**config.mk**
```make
export PLATFORM = sky130hd
export DESIGN_NAME = ftdi_tx
export DESIGN_NICKNAME = d
export VERILOG_FILES = /design/src/rtl/ftdi_tx.sv
export SDC_FILE = /design/constraint.sdc
export NUM_CORES = 1
export LEC_CHECK = 0
export CAP_MARGIN = 15
export CORE_ASPECT_RATIO = 1.4
export CORE_UTILIZATION = 33
export CTS_CLUSTER_DIAMETER = 100
export DETAILED_ROUTE_END_ITERATION = 8
export PLACE_DENSITY_LB_ADDON = 0.25
export SYNTH_ARGS = -nofsm -noshare
export SYNTH_HDL_FRONTEND = slang
export SYNTH_SLANG_ARGS = --single-unit
export TNS_END_PERCENT = 100
```
**constraint.sdc**
```tcl
create_clock -name clk_60 -period 5.1 [get_ports clk_60]
set_input_delay 0.51 -clock clk_60 [delete_from_list [all_inputs] [get_ports clk_60]]
set_output_delay 0.51 -clock clk_60 [all_outputs]
set_load 0.05 [all_outputs]
```
**src/rtl/ftdi_tx.sv**
```systemverilog
// FT245 synchronous-FIFO transmitter: FWFT byte FIFO feeding the FTDI write port with bus turnaround.
// Optional macro FTDI_TX_CSUM_EN appends an XOR checksum beat after every byte tagged with s_last.

module ftdi_tx #(
  parameter int FIFO_DEPTH = 16
) (
  input  logic                        clk_60,
  input  logic                        rst_n,
  input  logic [7:0]                  s_data,
  input  logic                        s_valid,
  input  logic                        s_last,
  output logic                        s_ready,
  input  logic                        txe_n,
  input  logic                        rx_active,
  output logic [7:0]                  ftdi_wdata,
  output logic                        ftdi_drive,
  output logic                        wr_n,
  output logic                        tx_active,
  output logic [$clog2(FIFO_DEPTH):0] level
);

  localparam int AW = $clog2(FIFO_DEPTH);
  localparam int LW = AW + 1;
`ifdef FTDI_TX_CSUM_EN
  localparam int DW = 9;
`else
  localparam int DW = 8;
`endif
  localparam logic [LW-1:0] LVL_FULL = LW'(FIFO_DEPTH);
  localparam logic [LW-1:0] LVL_ONE  = LW'(1);
  localparam logic [LW-1:0] LVL_ZERO = LW'(0);
  localparam logic [AW-1:0] PTR_ONE  = AW'(1);

  typedef enum logic [1:0] {
    ST_IDLE = 2'd0,
    ST_TURN = 2'd1,
    ST_SEND = 2'd2,
    ST_CSUM = 2'd3
  } state_t;

  function automatic logic [7:0] csum_fold(input logic [7:0] acc, input logic [7:0] b);
    return acc ^ b;
  endfunction

  logic [DW-1:0] mem_r [FIFO_DEPTH];
  logic [AW-1:0] wr_ptr_r;
  logic [AW-1:0] rd_ptr_r;
  logic [LW-1:0] level_r;
  state_t        state_r;
  state_t        state_nxt_s;
  logic          wr_n_r;
  logic          drive_r;
  logic          tx_active_r;
  logic [DW-1:0] head_s;
  logic [DW-1:0] wr_entry_s;
  logic          head_last_s;
  logic [7:0]    csum_s;
  logic          push_s;
  logic          xfer_s;
  logic          pop_s;

  assign head_s     = mem_r[rd_ptr_r];
  assign s_ready    = (level_r != LVL_FULL);
  assign push_s     = s_valid && s_ready;
  assign xfer_s     = !wr_n_r && !txe_n;
  assign pop_s      = xfer_s && (state_r == ST_SEND);
  assign level      = level_r;
  assign wr_n       = wr_n_r;
  assign ftdi_drive = drive_r;
  assign tx_active  = tx_active_r;

`ifdef FTDI_TX_CSUM_EN
  logic [7:0] csum_r;
  assign wr_entry_s  = {s_last, s_data};
  assign head_last_s = head_s[8];
  assign csum_s      = csum_r;

  // Running XOR of data beats on the wire; the checksum beat itself restarts it.
  always_ff @(posedge clk_60 or negedge rst_n) begin
    if (!rst_n) begin
      csum_r <= 8'h00;
    end else if (pop_s) begin
      csum_r <= csum_fold(csum_r, head_s[7:0]);
    end else if (xfer_s && (state_r == ST_CSUM)) begin
      csum_r <= 8'h00;
    end else begin
      csum_r <= csum_r;
    end
  end
`else
  logic unused_last_s;
  assign unused_last_s = s_last;
  assign wr_entry_s    = s_data;
  assign head_last_s   = 1'b0;
  assign csum_s        = 8'h00;
`endif

  // FIFO storage; validity is defined by the pointers, so the array needs no reset.
  always_ff @(posedge clk_60) begin
    if (push_s) begin
      mem_r[wr_ptr_r] <= wr_entry_s;
    end
  end

  // Pointers and occupancy.
  always_ff @(posedge clk_60 or negedge rst_n) begin
    if (!rst_n) begin
      wr_ptr_r <= '0;
      rd_ptr_r <= '0;
      level_r  <= LVL_ZERO;
    end else begin
      if (push_s) wr_ptr_r <= wr_ptr_r + PTR_ONE;
      if (pop_s)  rd_ptr_r <= rd_ptr_r + PTR_ONE;
      case ({push_s, pop_s})
        2'b10:   level_r <= level_r + LVL_ONE;
        2'b01:   level_r <= level_r - LVL_ONE;
        default: level_r <= level_r;
      endcase
    end
  end

  // Next-state logic for the bus-ownership FSM.
  always_comb begin
    state_nxt_s = state_r;
    case (state_r)
      ST_IDLE: begin
        if ((level_r != LVL_ZERO) && !rx_active && !txe_n) state_nxt_s = ST_TURN;
        else                                                state_nxt_s = ST_IDLE;
      end
      ST_TURN: state_nxt_s = ST_SEND;
      ST_SEND: begin
        if (!xfer_s)                                  state_nxt_s = ST_IDLE;
        else if (head_last_s)                         state_nxt_s = ST_CSUM;
        else if ((level_r == LVL_ONE) && !push_s)     state_nxt_s = ST_IDLE;
        else if (rx_active)                           state_nxt_s = ST_IDLE;
        else                                          state_nxt_s = ST_SEND;
      end
      ST_CSUM: begin
        if (!xfer_s)                   state_nxt_s = ST_CSUM;
        else if (level_r != LVL_ZERO)  state_nxt_s = ST_SEND;
        else                           state_nxt_s = ST_IDLE;
      end
      default: state_nxt_s = ST_IDLE;
    endcase
  end

  // State and registered bus controls; drive is held one cycle past the last strobe.
  always_ff @(posedge clk_60 or negedge rst_n) begin
    if (!rst_n) begin
      state_r     <= ST_IDLE;
      wr_n_r      <= 1'b1;
      drive_r     <= 1'b0;
      tx_active_r <= 1'b0;
    end else begin
      state_r     <= state_nxt_s;
      wr_n_r      <= !((state_nxt_s == ST_SEND) || (state_nxt_s == ST_CSUM));
      tx_active_r <= (state_nxt_s != ST_IDLE);
      drive_r     <= (state_nxt_s != ST_IDLE) || (state_r != ST_IDLE);
    end
  end

  // Wire data: checksum during CSUM, otherwise the FIFO head (zero when empty).
  always_comb begin
    if (state_r == ST_CSUM) begin
      ftdi_wdata = csum_s;
    end else if (level_r == LVL_ZERO) begin
      ftdi_wdata = 8'h00;
    end else begin
      ftdi_wdata = head_s[7:0];
    end
  end

endmodule
```
==> flow_metrics.py, run 1 <==
metrics = {
    "critical_path": {
        "cp-startpoint": "rd_ptr_r[0]$_DFFE_PN0P_",
        "cpMaxStageDelayCell": "clkdlybuf4s50_1",
        "start_kind": "flop",
        "r2r-start": "level[0]$_DFFE_PN0P_",
        "path_cells": "buf_4 -> mux4_1 -> nor2b_1 -> a211oi_1 -> a211oi_1 -> clkdlybuf4s50_1",
        "slowest_delay_ps": 770,
        "crit_fanout": 33,
        "timing.critical_path.mode_cell": "a211oi_1",
        "path_class": "reg -> out",
        "end_kind": "output port",
        "worstPathArrival_ps": 3390,
        "rr_worst_depth": 6,
        "reg2reg_to": "mem_r[3][7]$_DFFE_PP_",
        "endpoint": "ftdi_wdata[7]",
        "cp.required_ps": 4590,
        "ff2ff_setup_slack_ps": 2390,
    },
    "logic_synthesis": {
        "synth_area_leaders": "edfxtp_1 64%, mux4_2 7.5%, dfrtp_1 7.1%, mux4_1 5.2%, ha_1 2.1%",
        "ys_seq_area_frac": 0.713,
        "synth_edf_count": 128,
        "yosys.area.top_type": "edfxtp_1",
        "synth_area_sq_um": 6030,
        "synthArstFlopShare": 0.123,
        "syn_area_per_cell_sq_um": 19.2,
        "synthCells": 314,
        "mappedNetlistNets": 338,
        "yosysTopAreaCellShare": 0.638,
        "yosysWarnings": 0,
        "ys_ff_latch": 146,
        "yosysMostFrequentCell": "edfxtp_1",
        "synth_common_cells": "128 x edfxtp_1, 20 x mux4_2, 19 x nor2_1",
        "synth_top_flop_cell": "edfxtp_1",
        "ys_types": 39,
    },
    "sta": {
        "rsz0062_at_grt": "false",
        "max_slew_margin": 0.293,
        "fmax_ghz": 0.256,
        "finalSetupTns_ps": 0,
        "setup_viol": 0,
        "skew_ps": 6.75,
        "drv_slew": 0,
        "min_period_over_period": 0.765,
        "final-hold-violation-count": 0,
        "min_period_ps": 3900,
        "tightest_slew_ps": 1060,
    },
    "power": {
        "peakVddDrop_v": 0.000284,
        "powerDensity_nw_per_um2": 565,
        "p_leak_nw": 2.33,
    },
    "finish": {
        "nNetsFinal": 375,
        "areaGrowthSynthToFinish_pct": 18.0,
        "final_cells": 604,
        "num_antenna_cells": 0,
        "fin_util": 0.397,
        "drive_gt1_frac": 0.170,
    },
    "floorplanning": {
        "core_sq_um": 17900,
        "fp.dieH_um": 162,
        "io_pins": 31,
        "die_w_um": 116,
        "rows": 58,
        "initial_core_util": 0.336,
        "dieArea_sq_um": 18800,
    },
    "clock_tree": {
        "insertion_delay_ps": 420,
        "cts_made_buffers": 17,
        "cts_resized": 0,
        "htreeDepth": 4,
        "cts_tree": "done",
        "cts_root_buffer": "clkbuf_16",
        "cts_setup_buffers": 0,
        "cts_hold_buffers": 0,
        "cts.clk_slew.worst_paths_ps": 60,
        "cts_buffer_depth": 2,
        "cts.sinks": 146,
    },
    "outcome": {
        "status": "finished clean",
    },
    "placement": {
        "dp.cells": 572,
        "dp_hpwl_um": 7630,
        "gp_congestion": 0.683,
        "port_buffers": 29,
    },
    "worst_hold_path": {
        "hold_class": "reg -> reg",
    },
    "route": {
        "ant_nets": 0,
        "wirelength_um": 11800,
        "drc": 0,
        "wire_per_inst_um": 19.6,
        "viasPerCell": 4.89,
        "dr.pass1.iters": 5,
        "drt-initial-drc-count": 206,
        "dr_total_vias": 2953,
    },
    "grt": {
        "track_usage": 0.139,
        "grt_pass1_vias": 3167,
        "grt_max_degree": 34,
        "antenna_found_initial": 0,
        "grt_pass1_wl_um": 18400,
        "gr-total-overflow": 0,
    },
    "run": {
        "max-cap-violations": 0,
    },
}
worst max-delay path, delay by kind of cell, from the launching register on:
kind	cells	cell delay, ps
buffers and inverters	2	1320
muxes	1	650
AOI/OAI and AO/OA	2	450
DFF	1	380
and+or+nand+nor	1	150
worst min path at each step:
stage / end / slack (ps) / depth (start not counted) / from
2_1_floorplan: ftdi_drive$_DFF_PN0_ / 210 / 0 / rst_n
3_3_place_gp: rd_ptr_r[0]$_DFFE_PN0P_ / 470 / 1 / rd_ptr_r[0]$_DFFE_PN0P_
3_5_place_dp: rd_ptr_r[0]$_DFFE_PN0P_ / 470 / 1 / rd_ptr_r[0]$_DFFE_PN0P_
4_1_cts: rd_ptr_r[0]$_DFFE_PN0P_ / 480 / 1 / rd_ptr_r[0]$_DFFE_PN0P_
5_1_grt: rd_ptr_r[0]$_DFFE_PN0P_ / 510 / 1 / rd_ptr_r[0]$_DFFE_PN0P_
6_report: rd_ptr_r[0]$_DFFE_PN0P_ / 480 / 1 / rd_ptr_r[0]$_DFFE_PN0P_
layout by cell type, fill, tap and decap left out, types with 2 or more instances in the layout:
cell type / n
a211oi_1: 14
a21oi_1: 2
buf_4: 5
bufinv_16: 3
clkbuf_1: 2
clkbuf_16: 17
clkdlybuf4s50_1: 29
clkinv_2: 2
clkinv_4: 3
clkinvlp_4: 3
dfrtp_1: 16
edfxtp_1: 128
ha_1: 10
inv_1: 7
mux2i_1: 9
mux4_1: 12
mux4_2: 20
nand2_1: 10
nand2b_1: 3
nand3_1: 3
nand4_1: 3
nand4b_1: 2
nor2_1: 19
nor2b_1: 8
nor3_1: 2
nor3_2: 2
o21ai_0: 3
or3_1: 2
xnor2_1: 7
xor2_1: 4
per-stage QoR:
step           hold WS (ps)  power [mW]  area (sq um)  worst slack (ps)
6_report                484        4.02          7110              1200
5_1_grt                 506        4.20          7110              1000
4_1_cts                 484        4.07          7110              1140
3_5_place_dp            475        2.83          6520              1590
3_3_place_gp            469        2.81          6520              1630
2_1_floorplan           214        2.49          6030              1360
cell families after synthesis:
| logic type | Yosys count | share of synthesized area |
|---|---|---|
| and+or+nand+nor | 58 | 0.0488 |
| xor gates and xnor gates | 11 | 0.0160 |
| DFF | 146 | 0.713 |
| adders and majority gates | 10 | 0.0208 |
| AOI/OAI and AO/OA | 24 | 0.0286 |
| buffers and inverters | 23 | 0.0295 |
| muxes | 42 | 0.144 |
per-layer routing:
layer / vias up / routed length [um] / global-route usage
met2: 75 / 6130 / 0.239
met5: - / 0 / 0
met3: 12 / 395 / 0.0384
met1: 1529 / 5150 / 0.166
li1: 1337 / - / -
met4: 0 / 170 / 0.0490
cell type report:
class	count	area, sq um
inverters	7	26.3
clock buffers	19	433
well taps	240	300
clock inverters	13	161
fillers	1636	10800
repair buffers	34	328
multi-input cells	145	1570
flip-flops and latches	146	4300
power by group:
group	internal, mW	switching (mW)	total (mW)
clock network	0.768	0.472	1.24
registers	1.47	0.127	1.60
logic	0.476	0.710	1.19
flip-flops by register name (all words and copies together), names as in the netlist:
signal      flops
mem_r         128
wr_n            1
tx_active       1
ftdi_drive      1
wr_ptr_r        4
level           5
rd_ptr_r        4
state_r         2
No activity file was read; power rests on OpenSTA's default activity.
==> run 2, diff against run 1 <==
==> constraint.sdc (replaced) <==
create_clock -name clk_60 -period 4.1 [get_ports clk_60]
set_input_delay 0.41 -clock clk_60 [delete_from_list [all_inputs] [get_ports clk_60]]
set_output_delay 0.41 -clock clk_60 [all_outputs]
set_load 0.05 [all_outputs]
==> run 2 against run 1 <==
Against the previous run:
- flip-flop and latch count unchanged
- worst setup slack worse by 870 ps
- final cell count up 0.17%
- combinational power is 23% higher
- sequential power increased by 27%
- clock-buffer cell count decreased by 2
- clock power rose by 26%
- power rose by 25%
- global-route usage hardly changed
- die area stayed put
- critical path depth did not move
- critical endpoint is now ftdi_wdata[0]
- largest cell class unchanged
- highest routed layer unchanged
==> flow_metrics.py, run 2 (same netlist as run 1, synthesis figures left out) <==
metrics = {
    "finish": {
        "layout_commonest_cell": "edfxtp_1",
        "nNetsFinal": 376,
        "largest_register": "mem_r",
        "finalInstanceArea_sq_um": 7130,
        "largest_register_ffs": 128,
        "mostFrequentLayoutCells": "128 x edfxtp_1, 29 x clkdlybuf4s50_1, 20 x mux4_2, 19 x nor2_1, 17 x clkbuf_16",
        "areaGrowthSynthToFinish_pct": 18.3,
        "num_antenna_cells": 0,
        "fillerInstances": 1651,
        "drive_gt1_frac": 0.178,
    },
    "clock_tree": {
        "cts_setup_buffers": 0,
        "cts_resized": 0,
        "cts_tree": "done",
        "htreeDepth": 4,
        "cts_buffer_depth": 2,
        "cts.clk_slew.worst_paths_ps": 60,
        "cts_hold_buffers": 0,
        "insertion_delay_ps": 420,
        "cts_root_buffer": "clkbuf_16",
        "cts_made_buffers": 17,
        "cts.sinks": 146,
    },
    "critical_path": {
        "worst-path-stages": 6,
        "path_cells": "buf_12 -> mux4_1 -> nor2b_1 -> a211oi_1 -> a211oi_1 -> clkdlybuf4s50_1",
        "start_kind": "flop",
        "path_buf_inv": 2,
        "timing.critical_path.mode_cell": "a211oi_1",
        "cpMaxStageDelayCell": "clkdlybuf4s50_1",
        "cp.required_ps": 3690,
        "end_kind": "output port",
        "rr_worst_depth": 5,
        "worstPathArrival_ps": 3360,
        "crit_fanout": 22,
        "slowest_delay_ps": 770,
        "cp_top_family": "buffers and inverters",
        "path_class": "reg -> out",
    },
    "worst_hold_path": {
        "hold_class": "in -> async",
    },
    "route": {
        "wire_per_inst_um": 19.7,
        "ant_nets": 0,
        "dr_total_vias": 2990,
        "dr.pass1.iters": 5,
        "drt-initial-drc-count": 278,
        "drc": 0,
        "wirelength_um": 11900,
        "viasPerCell": 4.94,
    },
    "power": {
        "p_leak_nw": 2.35,
        "powerDensity_nw_per_um2": 707,
        "peakVddDrop_v": 0.000334,
    },
    "placement": {
        "dpl_cell_area_sq_um": 6540,
        "port_buffers": 29,
        "dp_hpwl_um": 7690,
        "gp_congestion": 0.751,
    },
    "floorplanning": {
        "io_pins": 31,
        "core_sq_um": 17900,
        "dieArea_sq_um": 18800,
        "initial_core_util": 0.336,
        "fp.dieH_um": 162,
        "rows": 58,
        "die_w_um": 116,
    },
    "grt": {
        "gr-total-overflow": 0,
        "grt_pass1_wl_um": 18500,
        "grt_max_degree": 23,
        "grt_pass1_vias": 3096,
        "antenna_found_initial": 0,
        "track_usage": 0.139,
    },
    "sta": {
        "skew_ps": 9.39,
        "min_period_ps": 3770,
        "min_period_over_period": 0.921,
        "drv_slew": 0,
        "finalSetupTns_ps": 0,
        "max_slew_margin": 0.288,
        "setup_viol": 0,
        "holdWs_ps": 481,
        "tightest_slew_ps": 1070,
        "final-hold-violation-count": 0,
        "rsz0062_at_grt": "false",
        "fmax_ghz": 0.265,
    },
    "run": {
        "max-cap-violations": 0,
    },
    "outcome": {
        "status": "finished clean",
    },
}
[run 2: cell types whose count changed in the layout (fill, tap and decap cells not counted), sizes merged]
cell / change
inv: +6
clkinvlp: -2
bufinv: -1
buf: +1
clkbuf: -2
clkinv: -1
[run 2: layer usage]
| metal | global-route usage | wire [um] | vias to the layer above |
|---|---|---|---|
| met3 | 0.0410 | 459 | 13 |
| met2 | 0.226 | 6020 | 67 |
| met1 | 0.177 | 5240 | 1571 |
| li1 | - | - | 1339 |
| met4 | 0.0466 | 174 | 0 |
| met5 | 0 | 0 | - |
[run 2: path summary, 6_finish.rpt]
| kind | slack (ps) | endpoint | from |
|---|---|---|---|
| worst max-delay path | 330 | ftdi_wdata[0] | rd_ptr_r[0]$_DFFE_PN0P_ |
| worst min-delay path | 480 | level[3]$_DFFE_PN0P_ | rst_n |
| worst max register to register | 1390 | mem_r[15][1]$_DFFE_PP_ | level[0]$_DFFE_PN0P_ |
| worst min register to register | 550 | ftdi_drive$_DFF_PN0_ | state_r[1]$_DFF_PN0_ |
| max in group asynchronous | 3020 | rd_ptr_r[0]$_DFFE_PN0P_ | rst_n |
| min in group clk_60 | 550 | ftdi_drive$_DFF_PN0_ | state_r[1]$_DFF_PN0_ |
[run 2: metrics by stage]
step,setup slack (ps),util,cells,power [mW]
global route,194,0.398,605,5.27
floorplan,457,-,314,3.10
global placement,762,0.365,573,3.51
finish,325,0.398,605,5.05
detailed placement,721,0.365,573,3.54
CTS,268,0.398,605,5.10
[run 2: power by group]
group          leakage [nW]  internal, mW  switching, mW
logic                 0.682         0.608          0.852
registers              1.38          1.82          0.201
clock network         0.291         0.915          0.645
[run 2: area by class of cell]
class                           count  area (sq um)  area share
Multi-Input combinational cell    145          1570       0.219
Timing Repair Buffer               35           348      0.0488
Clock buffer                       17           425      0.0596
Clock inverter                     15           173      0.0242
Inverter                            7          26.3     0.00368
Tap cell                          240           300      0.0421
Sequential cell                   146          4300       0.602
